--- config.mk ---
export PLATFORM = sky130hd
export DESIGN_NAME = fetch_unit
export DESIGN_NICKNAME = d
export VERILOG_FILES = /design/src/rtl/fetch_unit.sv
export SDC_FILE = /design/constraint.sdc
export NUM_CORES = 1
export LEC_CHECK = 0
export CORE_MARGIN = 8
export CORE_UTILIZATION = 50
export DETAILED_ROUTE_END_ITERATION = 8
export DONT_BUFFER_PORTS = 1
export GPL_ROUTABILITY_DRIVEN = 0
export GPL_TIMING_DRIVEN = 0
export HOLD_SLACK_MARGIN = 0.05
export PLACE_DENSITY_LB_ADDON = 0.08
export SETUP_SLACK_MARGIN = 0.3
export SLEW_MARGIN = 20
export SYNTH_ARGS = -nofsm -noshare
export SYNTH_HDL_FRONTEND = slang
export SYNTH_SLANG_ARGS = --single-unit
--- constraint.sdc ---
create_clock -name clk -period 4.5 [get_ports clk]
set_clock_uncertainty 0.2 [all_clocks]
set_input_delay 0.45 -clock clk [delete_from_list [all_inputs] [get_ports clk]]
set_output_delay 0.45 -clock clk [all_outputs]
set_load 0.03 [all_outputs]
--- src/rtl/fetch_unit.sv ---
// fetch_unit: sequential instruction fetch front end with a prefetch FIFO,
// bounded outstanding requests and redirect (jump) handling that flushes
// buffered words and discards responses still in flight.
module fetch_unit #(
  parameter int                ADDR_W   = 32,
  parameter int                DATA_W   = 32,
  parameter int                DEPTH    = 4,
  parameter logic [ADDR_W-1:0] RESET_PC = '0
) (
  input  logic              clk,
  input  logic              rst_n,
  output logic              req_valid,
  output logic [ADDR_W-1:0] req_addr,
  input  logic              req_ready,
  input  logic              rsp_valid,
  input  logic [DATA_W-1:0] rsp_data,
  output logic              instr_valid,
  output logic [DATA_W-1:0] instr_data,
  output logic [ADDR_W-1:0] instr_pc,
  input  logic              instr_ready,
  input  logic              redirect_valid,
  input  logic [ADDR_W-1:0] redirect_pc
);

  localparam int STEP_BYTES = DATA_W / 8;
  localparam int ALIGN_BITS = $clog2(STEP_BYTES);
  localparam int CNT_W      = $clog2(DEPTH + 1);
  localparam int PTR_W      = $clog2(DEPTH);
  localparam int SUM_W      = CNT_W + 2;

  localparam logic [ADDR_W-1:0] STEP       = ADDR_W'(STEP_BYTES);
  localparam logic [ADDR_W-1:0] ALIGN_MASK = {ADDR_W{1'b1}} << ALIGN_BITS;

  logic [ADDR_W-1:0] fpc;
  logic [ADDR_W-1:0] rpc;
  logic              started;
  logic [CNT_W-1:0]  cnt;
  logic [CNT_W-1:0]  out_cnt;
  logic [CNT_W-1:0]  drop_cnt;
  logic [PTR_W-1:0]  rd_ptr;
  logic [PTR_W-1:0]  wr_ptr;

  logic [DATA_W-1:0] fifo_data [DEPTH];
  logic [ADDR_W-1:0] fifo_pc   [DEPTH];

  logic [SUM_W-1:0]  occupancy;
  logic              req_fire;
  logic              rsp_push;
  logic              rsp_drop;
  logic              pop;
  logic [ADDR_W-1:0] target_pc;
  logic [CNT_W:0]    stale_sum;
  logic [CNT_W:0]    stale_next;

  // Every live request owns a FIFO slot, so the issue budget counts buffered
  // words, returning words and words that will be thrown away.
  assign occupancy = SUM_W'(cnt) + SUM_W'(out_cnt) + SUM_W'(drop_cnt);
  assign req_valid = started && !redirect_valid && (occupancy < SUM_W'(DEPTH));
  assign req_addr  = fpc;
  assign req_fire  = req_valid && req_ready;

  assign rsp_drop  = rsp_valid && (drop_cnt != '0);
  assign rsp_push  = rsp_valid && (drop_cnt == '0) && !redirect_valid;

  assign instr_valid = (cnt != '0);
  assign instr_data  = instr_valid ? fifo_data[rd_ptr] : '0;
  assign instr_pc    = instr_valid ? fifo_pc[rd_ptr]   : '0;
  assign pop         = instr_valid && instr_ready;

  // A response landing in the redirect cycle is already stale, so it is
  // removed from the discard count it would otherwise have added to.
  assign target_pc  = redirect_pc & ALIGN_MASK;
  assign stale_sum  = (CNT_W+1)'(drop_cnt) + (CNT_W+1)'(out_cnt);
  assign stale_next = (rsp_valid && (stale_sum != '0)) ? stale_sum - (CNT_W+1)'(1) : stale_sum;

  // Control state: fetch/response address tracking, counters, FIFO pointers.
  always_ff @(posedge clk or negedge rst_n) begin
    if (!rst_n) begin
      fpc      <= RESET_PC;
      rpc      <= RESET_PC;
      started  <= 1'b0;
      cnt      <= '0;
      out_cnt  <= '0;
      drop_cnt <= '0;
      rd_ptr   <= '0;
      wr_ptr   <= '0;
    end else begin
      started <= 1'b1;
      if (redirect_valid) begin
        fpc      <= target_pc;
        rpc      <= target_pc;
        cnt      <= '0;
        out_cnt  <= '0;
        drop_cnt <= CNT_W'(stale_next);
        rd_ptr   <= '0;
        wr_ptr   <= '0;
      end else begin
        if (req_fire) begin
          fpc <= fpc + STEP;
        end
        if (rsp_drop) begin
          drop_cnt <= drop_cnt - CNT_W'(1);
        end
        if (rsp_push) begin
          rpc    <= rpc + STEP;
          wr_ptr <= wr_ptr + PTR_W'(1);
        end
        if (pop) begin
          rd_ptr <= rd_ptr + PTR_W'(1);
        end
        out_cnt <= out_cnt + CNT_W'(req_fire) - CNT_W'(rsp_push);
        cnt     <= cnt + CNT_W'(rsp_push) - CNT_W'(pop);
      end
    end
  end

  // FIFO storage: each accepted response is stored with the address it was fetched from.
  always_ff @(posedge clk) begin
    if (rsp_push) begin
      fifo_data[wr_ptr] <= rsp_data;
      fifo_pc[wr_ptr]   <= rpc;
    end
  end

endmodule

==> results.cfg, run 1 <==
[clocking]
tritoncts.num_buffers = 34
root_buffer = clkbuf_16
htree_levels = 2
cts_tree = done
clockBufferDepth = 3
path_clk_slew_ns = 0.06
cts_sinks = 322
insertion_delay_ns = 0.50

[sta]
drv_slew = 0
hold_slack_ns = 0.07665
max_freq_ghz = 0.2470
rsz0062_at_grt = false
worst_slew_margin_rel_pct = 40.09
hold_violations = 0
min_period_ns = 4.049
min_period_over_period_pct = 89.99
setup_viol = 0
worstMarginPinSlew_ns = 0.8912

[outcome]
status = finished clean

[yosys]
synth_area_mm2 = 0.01393
ys_async_sr_fraction_pct = 22.98
syn_area_per_cell_um2 = 15.67
yosys.area.top_type = edfxtp_1
ys.flop_type = edfxtp_1
ys_ff_latch = 322
yosys-top-cells-area = edfxtp_1 53%, dfrtp_1 13%, mux4_2 10%, and2_1 3.3%, ha_1 1.6%
ys_warn_count = 0
synth_top_area_share_pct = 53.47
ys_types = 60
synth_edf_count = 248
synth_cells = 889
ys_seq_area_share_pct = 66.76

[global_route]
grt_overflow = 0
grt_antenna_before_repair = 2
grt_pass1_vias = 8659
grt_max_degree = 75
grt_first_pass_wirelength_um = 49200
track_usage_pct = 18.84

[critical_path]
cp-startpoint = cnt[1]$_DFF_PN0_
end_kind = flop
r2r_cells = 18
r2r_start = cnt[1]$_DFF_PN0_
critPathMaxFanout = 10
cp-start-kind = flop
critPathRequiredTime_ns = 4.66
arrival_ns = 4.21
path_class = flop to flop

[layout]
stdcell_area_mm2 = 0.01638
syn2layout_area_growth_pct = 17.58
nets = 1099
layout-drive-gt1-share_pct = 17.18

[floorplan]
coreArea_mm2 = 0.02763
std_cell_rows = 61
dieArea_mm2 = 0.03345
io_pins = 168
die_width_um = 182.9
die_h_um = 182.9
start_util_pct = 50.41

[routing]
viasPerCell = 5.735
drc = 0
vias = 8081
dr.pass1.iters = 5
routed_wl_um = 31670
drtIter0Drc = 551
ant_nets = 0
wl_per_cell_um = 22.47

[placed_design]
placed_cell_area_mm2 = 0.01451
hpwlAfterDp_um = 21470
place.port_buffers = 0

[min_path]
hp-class = primary input to flop
holdPathStages = 2
hp-start = redirect_pc[20]

[power]
leakage_nw = 5.688
pwr_density_cell_mw_per_mm2 = 558.5
irDropWorstVdd_mv = 0.2529

[run]
cap_violations = 0
-- placed cells by master, fill, tap and decap left out, types with 4 or more instances in the layout --
master / synthesis / routed
dfrtp_1: 74 / 73
mux2i_1: 7 / 7
nand4_1: 20 / 20
ha_1: 18 / 16
o21ai_0: 35 / 35
xor2_1: 20 / 20
dlygate4sd3_1: 0 / 62
or4_1: 5 / 5
conb_1: 2 / 5
and2_4: 0 / 4
nor2_1: 23 / 22
a21oi_1: 9 / 9
clkbuf_1: 26 / 33
buf_4: 5 / 15
or3_1: 6 / 6
mux4_2: 62 / 62
clkinv_1: 0 / 6
a21o_1: 4 / 4
and2_1: 73 / 69
nor3_1: 10 / 10
nand3_1: 27 / 27
clkinv_2: 0 / 7
nand2_1: 48 / 48
buf_12: 0 / 4
xnor2_1: 25 / 24
nor4_1: 9 / 8
o31ai_1: 4 / 4
and3_1: 9 / 9
buf_2: 11 / 9
a21boi_0: 6 / 6
edfxtp_1: 248 / 248
inv_2: 1 / 4
nand2b_1: 5 / 5
mux2_2: 6 / 6
fa_1: 6 / 5
and4_1: 5 / 5
inv_1: 33 / 30
nor2b_1: 7 / 7
clkbuf_16: 0 / 35
-- power breakdown --
part	internal, W	switching [W]	total [W]
clock	0.00163	0.00109	0.00272
combinational	0.000995	0.00177	0.00276
sequential	0.00341	0.000256	0.00367
-- synthesized netlist by cell type (all sizes together), types with 6 or more instances --
master,count
dfrtp,74
and4,6
edfxtp,248
and3,10
ha,18
nor2,24
nor3,12
xor2,20
fa,6
nand2,48
buf,17
mux2,6
or3,6
nor2b,7
nand4,22
o21ai,37
and2,73
mux2i,7
mux4,62
xnor2,25
nor4,9
a21boi,6
a21oi,9
nand3,27
inv,34
clkbuf,27
-- kinds of logic after synthesis --
group                    after synthesis  synth area share, %
other                                  2              0.05392
AO/OA/AOI/OAI                         82                3.809
multiplexers                          75                11.01
XOR/XNOR                              45                2.830
adder cells (fa/ha/maj)               24                2.479
AND/OR/NAND/NOR                      261                10.71
flip-flops                           322                66.76
buffers and inverters                 78                2.344
-- through the flow --
step | power [W] | setup TNS, ns | utilization [%] | setup WS [ns] | instances
2_1_floorplan | 0.005750 | 0 | - | 0.4706 | 892
3_3_place_gp | 0.006246 | -50.49 | 52.16 | -0.2141 | 1270
3_5_place_dp | 0.006337 | -0.1707 | 52.51 | -0.1707 | 1274
4_1_cts | 0.009234 | 0 | 59.11 | 0.3213 | 1407
5_1_grt | 0.009569 | 0 | 59.27 | 0.3032 | 1409
6_report | 0.009146 | 0 | 59.27 | 0.4506 | 1409
-- per-layer routing --
layer  track usage (%)  vias to the layer above  share of wire [%]
li1                  -                     3598                  -
met1             24.46                     4132                 42
met2             31.47                      295                 49
met3             5.046                       54                7.1
met4             4.392                        2                1.7
met5                 0                        -              0.041
-- state kept, by name, summed over array words and instances (netlist names) --
register,flops
fifo_pc,120
out_cnt,3
drop_cnt,3
rd_ptr,2
fifo_data,128
started,1
rpc,30
cnt,3
wr_ptr,2
req_addr,30
-- worst paths after layout --
| path | to | slack (ns) |
|---|---|---|
| min in group asynchronous | req_addr[5]$_DFFE_PN0N_ | 0.27 |
| min | req_addr[20]$_DFFE_PN0N_ | 0.08 |
| max reg2reg | out_cnt[2]$_DFF_PN0_ | 0.45 |
| max | out_cnt[2]$_DFF_PN0_ | 0.45 |
| max in group asynchronous | rpc[25]$_DFFE_PN0N_ | 3.47 |
| min reg2reg | fifo_pc[0][31]$_DFFE_PP_ | 0.36 |
-- layout make-up --
type                    instances  area (um2)
inverters                      34       127.6
flip-flops and latches        322        9300
multi-input cells             492        4365
repair buffers                 77       803.3
clock buffers                  44       929.6
diodes                          1       2.502
clock inverters                17       156.4
plain buffers                  44       219.0
fillers                      2115       11250
well taps                     378       473.0
-- worst max-delay path, stage by stage (launching register included) --
cell and delay (ns):
dfrtp_1 0.38, inv_2 0.07, fa_1 0.58, nor2_2 0.06, fa_1 0.47, and4bb_2 0.35, o21ai_4 0.08, nor2_4 0.11
inv_2 0.06, buf_8 0.14, buf_8 0.15, ha_4 0.21, inv_2 0.05, ha_2 0.15, inv_1 0.06, fa_2 0.40
xnor2_2 0.15, xnor2_1 0.18, nor2_1 0.06
-- timing repair --
action	4_1_cts	5_1_grt
pin swaps	5	7
buffers inserted	9	1
resized for setup	8	8
hold endpoints to repair	256	0
endpoints found under the setup margin	2	1
hold buffers	63	0
Note: power is estimated with default switching activity, not from simulation.
==> run 2, diff against run 1 <==
--- a/config.mk
+++ b/config.mk
@@ -11,8 +11,9 @@
 export DONT_BUFFER_PORTS = 1
 export GPL_ROUTABILITY_DRIVEN = 0
 export GPL_TIMING_DRIVEN = 0
-export HOLD_SLACK_MARGIN = 0.05
+export HOLD_SLACK_MARGIN = 0.12
 export PLACE_DENSITY_LB_ADDON = 0.08
+export REMOVE_ABC_BUFFERS = 1
 export SETUP_SLACK_MARGIN = 0.3
 export SLEW_MARGIN = 20
 export SYNTH_ARGS = -nofsm -noshare
==> run 2 against run 1 <==
Effect of this change:
- via count decreased by 2.8%
- combinational power decreased by 5%
- sequential share of layout area increased by 0.55 points
- flip-flop and latch count unchanged
- largest cell class unchanged
- cell count fell by 3.1%
- non-clock buffer count shrank 42
- utilization down 0.52 points
- critical path type unchanged
- worst setup slack improved by 0.0080 ns
- maximum frequency up 0.20%
- die area stayed put
- power is 1.6% lower
==> results.cfg, run 2 (synthesis results as in run 1) <==
[clocking]
htree_levels = 2
tritoncts.num_buffers = 34
cts_tree = done
cts_sinks = 322
insertion_delay_ns = 0.50
root_buffer = clkbuf_16
clockBufferDepth = 3
path_clk_slew_ns = 0.06

[routing]
drtIter0Drc = 661
routed_wl_um = 31630
ant_nets = 0
vias = 7857
dr.pass1.iters = 5
wl_per_cell_um = 23.17
drc = 0
viasPerCell = 5.756

[sta]
worst_slew_margin_rel_pct = 39.65
max_freq_ghz = 0.2474
worstMarginPinSlew_ns = 0.8977
min_period_ns = 4.041
drv_slew = 0
tns_ns = 0
setup_ws_ns = 0.4586
hold_violations = 0
min_period_over_period_pct = 89.81
rsz0062_at_grt = false
setup_viol = 0

[placed_design]
placed_cells = 1233
dp_worst_setup_slack_ns = 0.01004
hpwlAfterDp_um = 20140
place.port_buffers = 0

[critical_path]
crit_top_cell = inv_1
crit_slowest_cell = fa_2
critPathRequiredTime_ns = 4.68
critPathMaxFanout = 30
cp-start-kind = flop
cpPeakStageDelay_ns = 0.59
cp_top_family = adder cells
end_kind = flop
path_buf_inv = 4
arrival_ns = 4.22
path_class = flop to flop
crit_chain = inv_1 -> fa_2 -> nor2_2 -> fa_1 -> and4bb_2 -> o21ai_4 -> nor2_4 -> inv_8 -> ha_1 -> inv_1 -> ha_1 -> inv_1 -> fa_1 -> xnor2_1 -> xnor2_1 -> nor2_1

[global_route]
grt_first_pass_wirelength_um = 49510
grt_antenna_before_repair = 1
grt_max_degree = 75
use_met1_pct = 23.51
grt_overflow = 0
track_usage_pct = 18.98
gr-usage-met2_pct = 32.68
grt_use_met3_pct = 5.105
grt_pass1_vias = 8432
grt.busiest_layer = met2

[min_path]
hp-class = primary input to flop

[layout]
reg_top3 = fifo_data: 128 flops, fifo_pc: 120 flops
nets = 1057
syn2layout_area_growth_pct = 16.55
largest_reg_flops = 128
nFillCells = 2157
final_common_cell = edfxtp_1
instances_no_fill = 1365
layout-drive-gt1-share_pct = 15.50
most-common-layout-cells = 248 x edfxtp_1, 71 x dfrtp_1, 69 x and2_1
diodes = 0
final_util_pct = 58.75
max_flop_register = fifo_data

[power]
leakage_nw = 5.584
irDropWorstVdd_mv = 0.3399
pwr_density_cell_mw_per_mm2 = 554.2
total_power_w = 0.008996

[run]
cap_violations = 0

[outcome]
status = finished clean

[floorplan]
die_width_um = 182.9
die_h_um = 182.9
dieArea_mm2 = 0.03345
std_cell_rows = 61
coreArea_mm2 = 0.02763
io_pins = 168
start_util_pct = 50.41
[run 2: layout make-up]
class / count / area [um2] / share of cell area, %
flip-flops and latches: 322 / 9308 / 57.34
multi-input cells: 492 / 4357 / 26.84
repair buffers: 79 / 923.4 / 5.688
clock buffers: 46 / 917.1 / 5.650
well taps: 378 / 473.0 / 2.914
inverters: 34 / 135.1 / 0.8324
clock inverters: 14 / 120.1 / 0.7399
[run 2: repair_timing]
action	4_1_cts	5_1_grt
setup buffers	1	3
endpoints found under the setup margin	2	1
hold buffers	68	0
gates resized for setup	3	5
pin swaps	1	2
endpoints found under the hold margin	273	0
[run 2: worst paths after layout]
path / startpoint / endpoint / slack, ns / cells past startpoint
max: drop_cnt[1]$_DFFE_PN0P_ / out_cnt[2]$_DFF_PN0_ / 0.46 / 16
min: rsp_valid / drop_cnt[2]$_DFFE_PN0P_ / 0.15 / 3
max reg2reg: drop_cnt[1]$_DFFE_PN0P_ / out_cnt[2]$_DFF_PN0_ / 0.46 / 16
min reg2reg: rpc[28]$_DFFE_PN0N_ / fifo_pc[0][28]$_DFFE_PP_ / 0.37 / 0
max in group asynchronous: rst_n / out_cnt[1]$_DFF_PN0_ / 3.43 / 2
min in group asynchronous: rst_n / req_addr[3]$_DFFE_PN0N_ / 0.32 / 2
[run 2: worst register-to-register path, stage by stage, from the launching register on]
cell	delay [ns]
dfrtp_1	0.43
inv_1	0.11
fa_2	0.59
nor2_2	0.06
fa_1	0.48
and4bb_2	0.34
o21ai_4	0.12
nor2_4	0.20
inv_8	0.11
ha_1	0.29
inv_1	0.06
ha_1	0.13
inv_1	0.05
fa_1	0.38
xnor2_1	0.18
xnor2_1	0.14
nor2_1	0.05
[run 2: through the flow]
step | hold WS [ns] | area [um2]
final | 0.1454 | 16230
after floorplan | -0.04559 | 13740
after CTS | 0.1240 | 16200
after global routing | 0.1586 | 16230
after detailed placement | -0.04230 | 14430
after global placement | -0.04275 | 14210
[run 2: metal layers]
| metal | wire [um] | vias to the layer above |
|---|---|---|
| li1 | - | 3517 |
| met1 | 12780 | 4038 |
| met2 | 15950 | 250 |
| met3 | 2260 | 50 |
| met4 | 622 | 2 |
| met5 | 13 | - |
[run 2: report_power, final]
group / switching, W / internal, W / total (W)
logic: 0.00166 / 0.000958 / 0.00262
clock network: 0.00109 / 0.00155 / 0.00263
registers: 0.000329 / 0.00341 / 0.00374
==> run 3, diff against run 2 <==
--- a/config.mk
+++ b/config.mk
@@ -5,7 +5,6 @@
 export SDC_FILE = /design/constraint.sdc
 export NUM_CORES = 1
 export LEC_CHECK = 0
-export CORE_MARGIN = 8
 export CORE_UTILIZATION = 50
 export DETAILED_ROUTE_END_ITERATION = 8
 export DONT_BUFFER_PORTS = 1
==> run 3 against run 2 <==
Effect of this change:
- flip-flop and latch count unchanged
- sequential power about the same
- wire length fell by 1.3%
- worst setup slack got worse by 0.015 ns
- global-route usage is 3.4 points higher
- count of clock-buffer cells in the layout stayed put
- power up 1.9%
- register-to-register slack barely moved
- clock power up 5%
- maximum frequency shrank 0.36%
- highest routed layer is now met4
==> results.cfg, run 3 (synthesis results as in run 1) <==
[placed_design]
placed_cells = 1228
dp_worst_setup_slack_ns = 0.04479
hpwlAfterDp_um = 18990
placed_cell_area_mm2 = 0.01445
place.port_buffers = 0

[layout]
reg_top3 = fifo_data: 128 flops, fifo_pc: 120 flops
max_flop_register = fifo_data
final_common_cell = edfxtp_1
nets = 1062
syn2layout_area_growth_pct = 17.50
nFillCells = 2071
largest_reg_flops = 128
most-common-layout-cells = 248 x edfxtp_1, 71 x dfrtp_1, 69 x and2_1
stdcell_area_mm2 = 0.01637
instances_no_fill = 1368
layout-drive-gt1-share_pct = 16.31

[sta]
setup_viol = 0
hold_slack_ns = 0.1286
max_freq_ghz = 0.2465
min_period_over_period_pct = 90.14
tns_ns = 0
min_period_ns = 4.056
drv_slew = 0
worstMarginPinSlew_ns = 0.9988
rsz0062_at_grt = false
hold_violations = 0
worst_slew_margin_rel_pct = 33.05
setup_ws_ns = 0.4438

[critical_path]
crit_top_cell = inv_1
path_class = flop to flop
cp-start-kind = flop
arrival_ns = 4.24
path_buf_inv = 4
r2r_cells = 16
critPathRequiredTime_ns = 4.68
critPathMaxFanout = 10
reg2reg_to = out_cnt[2]$_DFF_PN0_
cp_top_family = adder cells
crit_chain = inv_1 -> fa_2 -> nor2_1 -> fa_1 -> and4bb_2 -> o21ai_4 -> nor2_4 -> clkinv_8 -> ha_1 -> inv_1 -> ha_1 -> inv_1 -> fa_1 -> xnor2_2 -> xnor2_1 -> nor2_1
end_kind = flop
crit_slowest_cell = fa_2
cpPeakStageDelay_ns = 0.49
r2r_start = drop_cnt[1]$_DFFE_PN0P_
reg2reg_slack_ns = 0.44

[clocking]
path_clk_slew_ns = 0.06
cts_tree = done
insertion_delay_ns = 0.51
cts_sinks = 322
tritoncts.num_buffers = 35
htree_levels = 2
root_buffer = clkbuf_16
clockBufferDepth = 3

[min_path]
hp-start = instr_ready
holdPathStages = 3
hp-class = primary input to flop
hold_end = rd_ptr[0]$_DFFE_PN0P_

[power]
irDropWorstVdd_mv = 0.3184
pwr_density_cell_mw_per_mm2 = 559.9
leakage_nw = 5.649

[routing]
drc = 0
ant_nets = 0
drtIter0Drc = 536
wl_met1_um = 12750
routed.top_layer = met4
dr_wl_met2_um = 15730
routed_wl_um = 31230
viasPerCell = 5.827
wl_met3_um = 2288
wl_per_cell_um = 22.83
vias = 7972
dr.pass1.iters = 5

[global_route]
grt_antenna_before_repair = 3
track_usage_pct = 22.43
grt_max_degree = 75
grt_overflow = 0
grt_pass1_vias = 8473
grt_first_pass_wirelength_um = 48090

[floorplan]
coreArea_mm2 = 0.02718
die_h_um = 168.9
io_pins = 168
dieArea_mm2 = 0.02853
std_cell_rows = 60
start_util_pct = 51.25
die_width_um = 168.9

[outcome]
status = finished clean

[run]
cap_violations = 0
## run 3: cell types whose count changed in the layout (fill, tap and decap cells not counted), sizes merged
cell	before	now
diode	0	3
inv	35	34
clkinv	10	13
buf	13	17
dlygate4sd3	66	65
bufinv	2	3
## run 3: power breakdown
| group | total [W] | internal (W) | switching (W) | leakage (nW) |
|---|---|---|---|---|
| logic | 0.00264 | 0.000991 | 0.00165 | 1.98 |
| registers | 0.00375 | 0.00341 | 0.000334 | 3.13 |
| clock network | 0.00277 | 0.00167 | 0.00110 | 0.544 |
## run 3: how the worst max path moves through the flow
stage                                 to                    start  cells after the start
floorplan                  instr_data[0]    rd_ptr[0]$_DFFE_PN0P_                      2
global placement             instr_pc[9]    rd_ptr[0]$_DFFE_PN0P_                      2
detailed placement  out_cnt[2]$_DFF_PN0_     out_cnt[1]$_DFF_PN0_                     16
CTS                 out_cnt[2]$_DFF_PN0_     out_cnt[1]$_DFF_PN0_                     16
global route        out_cnt[2]$_DFF_PN0_  drop_cnt[1]$_DFFE_PN0P_                     16
finish              out_cnt[2]$_DFF_PN0_  drop_cnt[1]$_DFFE_PN0P_                     16
## run 3: worst reg2reg max path: cells and delay by family (launching register included)
| family | cells | cell delay, ns |
|---|---|---|
| simple gates | 4 | 0.81 |
| fa+ha+maj | 5 | 1.78 |
| compound gates | 1 | 0.13 |
| xor+xnor | 2 | 0.28 |
| flops | 1 | 0.41 |
| buf+inv | 4 | 0.33 |
## run 3: area by class of cell
| type | count | area (um2) | area share, % |
|---|---|---|---|
| multi-input cells | 492 | 4362 | 26.65 |
| well taps | 372 | 465.4 | 2.844 |
| inverters | 34 | 140.1 | 0.8563 |
| clock buffers | 46 | 959.7 | 5.864 |
| repair inverters | 1 | 8.758 | 0.05352 |
| clock inverters | 16 | 151.4 | 0.9251 |
| flip-flops and latches | 322 | 9308 | 56.87 |
| diodes | 3 | 7.507 | 0.04587 |
| repair buffers | 82 | 963.4 | 5.887 |
## run 3: repair_timing
item | in CTS | in global routing
setup endpoints to repair | 2 | 2
buffers inserted | 1 | 6
pin swaps | 1 | 2
hold buffers | 67 | 0
resized for setup | 2 | 7
cloned | 0 | 1
endpoints found under the hold margin | 273 | 0
## run 3: through the flow
step	total power, W	util [%]
4_1_cts	0.009214	59.90
5_1_grt	0.009574	60.22
3_5_place_dp	0.006321	53.17
6_report	0.009164	60.22
2_1_floorplan	0.005725	-
3_3_place_gp	0.006214	52.27
## run 3: per-layer routing
layer,vias to the layer above,GRT usage [%]
met1,4121,28.61
met4,0,7.273
met5,-,0
met2,266,37.66
li1,3544,-
met3,41,5.658
